$ cat src/rtl/demux_1_2.sv
// Registered 1-to-2 stream demultiplexer: each output port owns a 2-entry FIFO.
// Optional per-port delivered-beat counters are enabled with `define DEMUX_1_2_CNT_EN.
module demux_1_2 #(
    parameter int WIDTH = 8
`ifdef DEMUX_1_2_CNT_EN
    , parameter int CNT_W = 16
`endif
) (
    input  logic             clk,
    input  logic             reset,
    input  logic [WIDTH-1:0] data_i,
    input  logic             sel_i,
    input  logic             valid_i,
    output logic             ready_o,
    output logic [WIDTH-1:0] a_o,
    output logic             a_valid_o,
    input  logic             a_ready_i,
    output logic [WIDTH-1:0] b_o,
    output logic             b_valid_o,
    input  logic             b_ready_i
`ifdef DEMUX_1_2_CNT_EN
    ,
    output logic [CNT_W-1:0] a_cnt_o,
    output logic [CNT_W-1:0] b_cnt_o
`endif
);

    logic [1:0]            out_ready;
    logic [1:0]            full_vec;
    logic [1:0]            valid_vec;
    logic [1:0][WIDTH-1:0] head_vec;
`ifdef DEMUX_1_2_CNT_EN
    logic [1:0][CNT_W-1:0] beat_cnt_vec;
`endif

    assign out_ready = {b_ready_i, a_ready_i};

    // Acceptance looks only at the selected port's fill level, never at the consumer readies.
    assign ready_o = !reset && !(sel_i ? full_vec[1] : full_vec[0]);

    generate
        for (genvar gi = 0; gi < 2; gi++) begin : g_port
            logic [WIDTH-1:0] mem_reg [2];
            logic             rd_ptr_reg;
            logic             wr_ptr_reg;
            logic [1:0]       cnt_reg;
            logic [WIDTH-1:0] head_reg;

            logic             push;
            logic             pop;
            logic [1:0]       cnt_after_pop;
            logic [1:0]       cnt_next;
            logic             rd_ptr_next;
            logic             wr_ptr_next;
            logic [WIDTH-1:0] head_next;

            always_comb begin
                push          = valid_i && ready_o && (sel_i == 1'(gi));
                pop           = (cnt_reg != 2'd0) && out_ready[gi];
                cnt_after_pop = cnt_reg - {1'b0, pop};
                cnt_next      = cnt_after_pop + {1'b0, push};
                rd_ptr_next   = rd_ptr_reg ^ pop;
                wr_ptr_next   = wr_ptr_reg ^ push;
                head_next     = head_reg;
                // An empty port keeps showing its last head; a beat landing in an
                // otherwise empty FIFO bypasses storage to become the head directly.
                if (cnt_next != 2'd0) begin
                    if (cnt_after_pop == 2'd0) begin
                        head_next = data_i;
                    end else begin
                        head_next = mem_reg[rd_ptr_next];
                    end
                end
            end

            always_ff @(posedge clk) begin
                if (reset) begin
                    cnt_reg    <= 2'd0;
                    rd_ptr_reg <= 1'b0;
                    wr_ptr_reg <= 1'b0;
                    head_reg   <= '0;
                end else begin
                    cnt_reg    <= cnt_next;
                    rd_ptr_reg <= rd_ptr_next;
                    wr_ptr_reg <= wr_ptr_next;
                    head_reg   <= head_next;
                end
            end

            always_ff @(posedge clk) begin
                if (push) begin
                    mem_reg[wr_ptr_reg] <= data_i;
                end
            end

`ifdef DEMUX_1_2_CNT_EN
            logic [CNT_W-1:0] beat_cnt_reg;

            always_ff @(posedge clk) begin
                if (reset) begin
                    beat_cnt_reg <= '0;
                end else if (pop) begin
                    beat_cnt_reg <= beat_cnt_reg + CNT_W'(1);
                end
            end

            assign beat_cnt_vec[gi] = beat_cnt_reg;
`endif

            assign full_vec[gi]  = (cnt_reg == 2'd2);
            assign valid_vec[gi] = (cnt_reg != 2'd0);
            assign head_vec[gi]  = head_reg;
        end
    endgenerate

    assign a_o       = head_vec[0];
    assign b_o       = head_vec[1];
    assign a_valid_o = valid_vec[0];
    assign b_valid_o = valid_vec[1];
`ifdef DEMUX_1_2_CNT_EN
    assign a_cnt_o   = beat_cnt_vec[0];
    assign b_cnt_o   = beat_cnt_vec[1];
`endif

endmodule

$ cat config.mk
export PLATFORM = sky130hd
export DESIGN_NAME = demux_1_2
export DESIGN_NICKNAME = d
export VERILOG_FILES = /design/src/rtl/demux_1_2.sv
export SDC_FILE = /design/constraint.sdc
export NUM_CORES = 1
export LEC_CHECK = 0
export BUFFER_PORTS_ARGS = -buffer_cell sky130_fd_sc_hd__buf_4
export CAP_MARGIN = 20
export CORE_ASPECT_RATIO = 0.8
export CORE_MARGIN = 10
export CORE_UTILIZATION = 57
export CTS_CLUSTER_SIZE = 14
export DETAILED_ROUTE_END_ITERATION = 12
export GPL_TIMING_DRIVEN = 0
export PLACE_DENSITY = 0.79
export SYNTH_ARGS = -nofsm -noshare
export SYNTH_HDL_FRONTEND = slang
export SYNTH_SLANG_ARGS = --single-unit
export TNS_END_PERCENT = 30
$ cat constraint.sdc
create_clock -name clk -period 2.6 [get_ports clk]
set_input_delay 0.26 -clock clk [delete_from_list [all_inputs] [get_ports clk]]
set_output_delay 0.26 -clock clk [all_outputs]
set_load 0.03 [all_outputs]
# Word-level counts from Yosys, hierarchy flattened
# Memory sizes are Yosys's and may differ from the RTL's.
# Index checks and enable logic that the tools add are counted.
# W data, S select, Z words.
# op_classes
n_addsub,4
eq_ne,2
n_bitwise,5
n_reduce_logical,14
n_mux,7
# op_table
op,n
$mux W8,2
$reduce_bool A2 Y1,4
$logic_and A1 B1 Y1,6
$mux W1,5
$add A2 B1 Y2,2
$eq A2 B2 Y1 const B,2
$logic_not A2 Y1,2
$sub A2 B1 Y2,2
$xor A1 B1 Y1,4
$logic_not A1 Y1,2
$not A1 Y1,1
# totals
reg_bits,24
inputBits,14
mem_count,2
ramBits,32
wordCells,42
output_inout_bits,19
# mem_list
memory,depth,width,read_ports,rd_clocked_by_memory_dff,write_ports,line_no,source
g_port[0].mem_reg,2,8,1,0,1,43,logic [WIDTH-1:0] mem_reg [2];
g_port[1].mem_reg,2,8,1,0,1,43,

# Depth between registers and ports, before layout
# depth
ltp_word,8
ltp_mapped,11
depth_no_buf,9

# Worst setup path before layout
# Ideal clock, no wire load.
# synth_path
path_kind,in2reg
from,in reset
to,reg g_port[1].head_reg[0] (netlist: b_o[0])
arrival_time_ns,2.944
path_stages,10
path_buffers,3
required_ns,2.543
slack_ns,-0.401
setup_time_ns,0.057
cell_sequence,clkbuf_1 a311oi_1 and3_1 ha_1 clkbuf_1 xnor3_2 nand2b_1 buf_4 o221ai_1 o21ba_2
# synth_between
elab_chain_cells,6
# synth_lines
item,line_no,source
start: declaration,10,"input logic reset,"
$logic_not A1 Y1,39,assign ready_o = !reset && !(sel_i ? full_vec[1] : full_vec[0]);
$logic_and A1 B1 Y1,39,
via ready_o,14,"output logic ready_o,"
$logic_and A1 B1 Y1 (2 in series),58,push = valid_i && ready_o && (sel_i == 1'(gi));
$add A2 B1 Y2,61,"cnt_next = cnt_after_pop + {1'b0, push};"
$reduce_bool A2 Y1,67,if (cnt_next != 2'd0) begin
end signal: assignment,86,head_reg <= head_next;
end: declaration,47,logic [WIDTH-1:0] head_reg;
# The timed path passes the listed nets, and every way through them passes these cells.
# A chain may end at the register's enable or synchronous reset.

# Worst setup path in the final report
# layout_path
from,reg g_port[1].cnt_reg[1]
to,reg g_port[1].head_reg[6] (netlist: b_o[6])
# layout_between
elab_chain_cells,8
elab_cells_between_ends,15
cone_classes,add/sub: 2; eq/ne: 1; mux: 2; bitwise: 1; reduce/logical: 8; memory: 1
# layout_lines
item,line_no,source
start: declaration,46,logic [1:0] cnt_reg;
start signal: assignment,83,cnt_reg <= cnt_next;
$eq A2 B2 Y1,110,assign full_vec[gi] = (cnt_reg == 2'd2);
$mux W1,39,
$logic_not A1 Y1,39,
$logic_and A1 B1 Y1,39,
$logic_and A1 B1 Y1 (2 in series),58,
$add A2 B1 Y2 *,61,
via g_port[1].cnt_next[0],52,logic [1:0] cnt_next;
$reduce_bool A2 Y1 *,67,
# Mark *: on every way through the listed nets, which the timed path passes. The rest lies on a longest branch.

==> summary.md <==
| Metric | Value |
|---|---|
| Status | finished, final reports clean |
| HP Class | input pin to flip-flop |
| Final slew viol count | 0 |
| Routability Congestion | 0.7991 |
| Peak Freq | about 400 MHz |
| P_leak | about 0.0012 uW |
| DRT Pass-1 Iters | 4 |
| Final Critical Period | ~2.5 ns |
| Reg clk slew, reported paths | around 0.10 ns |
| First-pass GRT wire length | between 8000 and 9000 um |
| Pre-CTS setup slack | -0.2569 ns |
| Die height | around 81 um |
| Vias in the first global route | roughly 1,700 |
| CP startpoint | g_port[1].cnt_reg[1] |
| Max-Cap Viols | 0 |
| Port buffer count | 31 |
| CTS Buf Count | 5 |
| Grt ovf | 0 |
| Register area | around 0.0014 mm2 |
| Clk_lat worst skew | roughly 0.30 ns |
| Synth area leader | edfxtp_1 |
| Commonest cells post-synth | edfxtp_1 (32), dfxtp_1 (24) |
| R2R depth | 9 |
| Post-synth top area share | 0.3645 |
| Psw | between 1500 and 2000 uW |
| Total I/O pin count | 33 |
| Starting DRC count in detailed routing | roughly 180 |
| Share of cells above drive strength 1 | 0.4044 |
| CP Data Required Time | ~2.8 ns |
| Initial Util | 0.5804 |
| Max FFs per register | 32 |
| Sw frac | 0.3865 |
| Post-layout util | 0.6777 |
| Top FF cell, synth | edfxtp_1 |
| Multi-input gate area | around 0.0012 mm2 |
| Routed wire per std cell | approximately 18 um |
| Setup-failing EPs final | 0 |
| Peak VDD IR | ~0.84 mV |
| RSZ-0062 raised after global routing | true |
| CP startpoint kind | flip-flop |
| # fillers | around 350 |
| Crit path kind | flip-flop to flip-flop |
| Routed Wire Length | between 5000 and 6000 um |
| Max Buffers Root-to-Sink | 2 |
| Power share of the sequential group | 0.297 |
| H-Tree Depth | 2 |
| Die Span X | around 96 um |
| Most frequent cell after synthesis | edfxtp_1 |
| Worst slew pin tran | 0.7491 ns |
| Clock sinks | 56 |
| CTS tree | yes |
| Yosys warnings | 0 |
| Synth Net Count | 214 |
| CTS root buffer | clkbuf_8 |
| Pwr dens | roughly 1300 mW/mm2 |
| Mapped Cells | 192 |
| Flops & latches, synth | 56 |
| Die ar. | 0.007762 mm2 |
| CP max FO | 10 |
| Placed standard-cell area | between 0.002 and 0.003 mm2 |
| CORE AREA | roughly 0.0045 mm2 |
| Num rows | 22 |
| R2R Setup Slk | between 0.1 and 0.15 ns |
| Layout Cell Area excl Fill | 0.003078 mm2 |
| Comb power frac | 0.588 |
| ANT nets after route | 0 |
| Int Power | about 2400 uW |
| Number of synthesized flops with an enable pin | 32 |
| Worst R2R End | b_o[6] |
| Worst r2r src | g_port[1].cnt_reg[1] |
| Synth Area per Inst | between 10 and 15 um2 |
| Antenna diodes | 0 |
| Post-layout nets | approximately 250 |
| Final WS setup | ~0.14 ns |
| Relative slew margins | 0.4982 |
| Drt drc | 0 |
| Post-Synthesis Cell Area | around 0.0026 mm2 |
| All-Layer GR Usage | 0.1434 |
| Critical Path AT | about 2.7 ns |
| Library cells used by synthesis | 27 |
| Synth area leaders | edfxtp_1 (36%), dfxtp_1 (18%), mux2_2 (6.8%) |
| Fin. Hold Viols | 0 |
| P&R area growth vs syn | 16.75% |
| Crit. End Element | flip-flop |
| Hpwl dp | roughly 3800 um |
| Post-route clock skew | between 0.01 and 0.015 ns |
| DR vias | 1,660 |
| Vias per inst | slightly below 6 |
| Worst setup path endpoint | b_o[6] |
| Share of flip-flops with an asynchronous set or reset | 0 |
| Clock Power Share | 0.114 |
| Sequential-to-total area share from yosys stat | 0.5467 |
| Final Power | 3928 uW |
| Period utilization | 0.9470 |
| Initial antenna violation count | 0 |
| Pin count of the biggest net entering global routing | 16 |
-- metrics by stage --
step / TNS, ns / std cells / hold slack [ns]
final: 0 / 285 / 0.1821
after floorplan: 0 / 192 / 0.3589
after global placement: -1.685 / 283 / 0.4908
after detailed placement: -2.676 / 283 / 0.4928
after CTS: 0 / 287 / 0.1729
after global routing: 0 / 285 / 0.1675
-- power groups by stage --
stage	Sequential, uW	Clock [uW]	Combinational (uW)
global route	1180	490	2520
floorplan	1320	0	1570
global placement	1180	0	2170
finish	1170	449	2310
CTS	1170	457	2220
detailed placement	1190	0	2200
-- cells by family (layout without fill, tap and decap cells) --
| logic type | count (synthesis) | in the layout | share of synthesized area |
|---|---|---|---|
| muxes | 32 | 32 | 0.1291 |
| xor gates and xnor gates | 6 | 6 | 0.04224 |
| buffers and inverters | 19 | 52 | 0.02895 |
| DFF | 56 | 56 | 0.5467 |
| AOI/OAI and AO/OA | 51 | 51 | 0.1766 |
| and+or+nand+nor | 20 | 20 | 0.03844 |
| adders and majority gates | 8 | 8 | 0.03797 |
-- metal layers --
layer / vias up / GRT usage / part of all wire
met5: - / 0 / 0
met4: 0 / 0.05000 / 0.0082
met3: 4 / 0.04147 / 0.067
met2: 52 / 0.2121 / 0.45
met1: 801 / 0.1962 / 0.47
li1: 803 / - / -
-- placed cells by master (no fill, tap or decap), drive strengths merged --
cell	count
buf	34
edfxtp	32
dfxtp	24
a2bb2oi	16
mux2	16
o221ai	16
o21ba	16
mux2i	16
clkbuf	10
ha	8
inv	7
nor2	7
xnor2	4
nand2b	4
nand2	3
or2	2
nor2b	2
o21a	2
xnor3	2
nor3b	1
a311oi	1
and3	1
clkinv	1
-- critical path, stage by stage (launching register included) --
cell and delay, ns:
dfxtp_1 0.41, o21a_2 0.29, ha_4 0.34, inv_1 0.07, ha_2 0.33, clkbuf_2 0.22
a2bb2oi_1 0.17, mux2i_1 0.12, o221ai_1 0.22, o21ba_2 0.19
-- area by class of cell --
cell class,count,share of cell area
buffer,7,0.01138
multi-input combinational,117,0.3866
tap,60,0.02439
inverter,7,0.008537
timing repair buffer,31,0.07561
clock buffer,6,0.02358
sequential,56,0.4683
clock inverter,1,0.001626
-- worst min-delay path by stage --
stage	from	end	slack [ns]	cells after the start
6_report	data_i[1]	g_port[0].mem_reg[1][1]	0.18	1
3_5_place_dp	data_i[1]	g_port[1].mem_reg[0][1]	0.49	1
3_3_place_gp	data_i[7]	g_port[0].mem_reg[1][7]	0.49	1
4_1_cts	data_i[1]	g_port[0].mem_reg[1][1]	0.17	1
5_1_grt	data_i[3]	g_port[1].mem_reg[0][3]	0.17	1
2_1_floorplan	data_i[0]	g_port[0].mem_reg[0][0]	0.36	0
-- repair_timing --
item                       in CTS  in global routing
hold buffers                    0                  0
setup endpoints to repair      16                 16
gates cloned                    0                  0
setup buffers                   0                  0
gates resized for setup         4                 12
(Power assumes the default switching activity.)
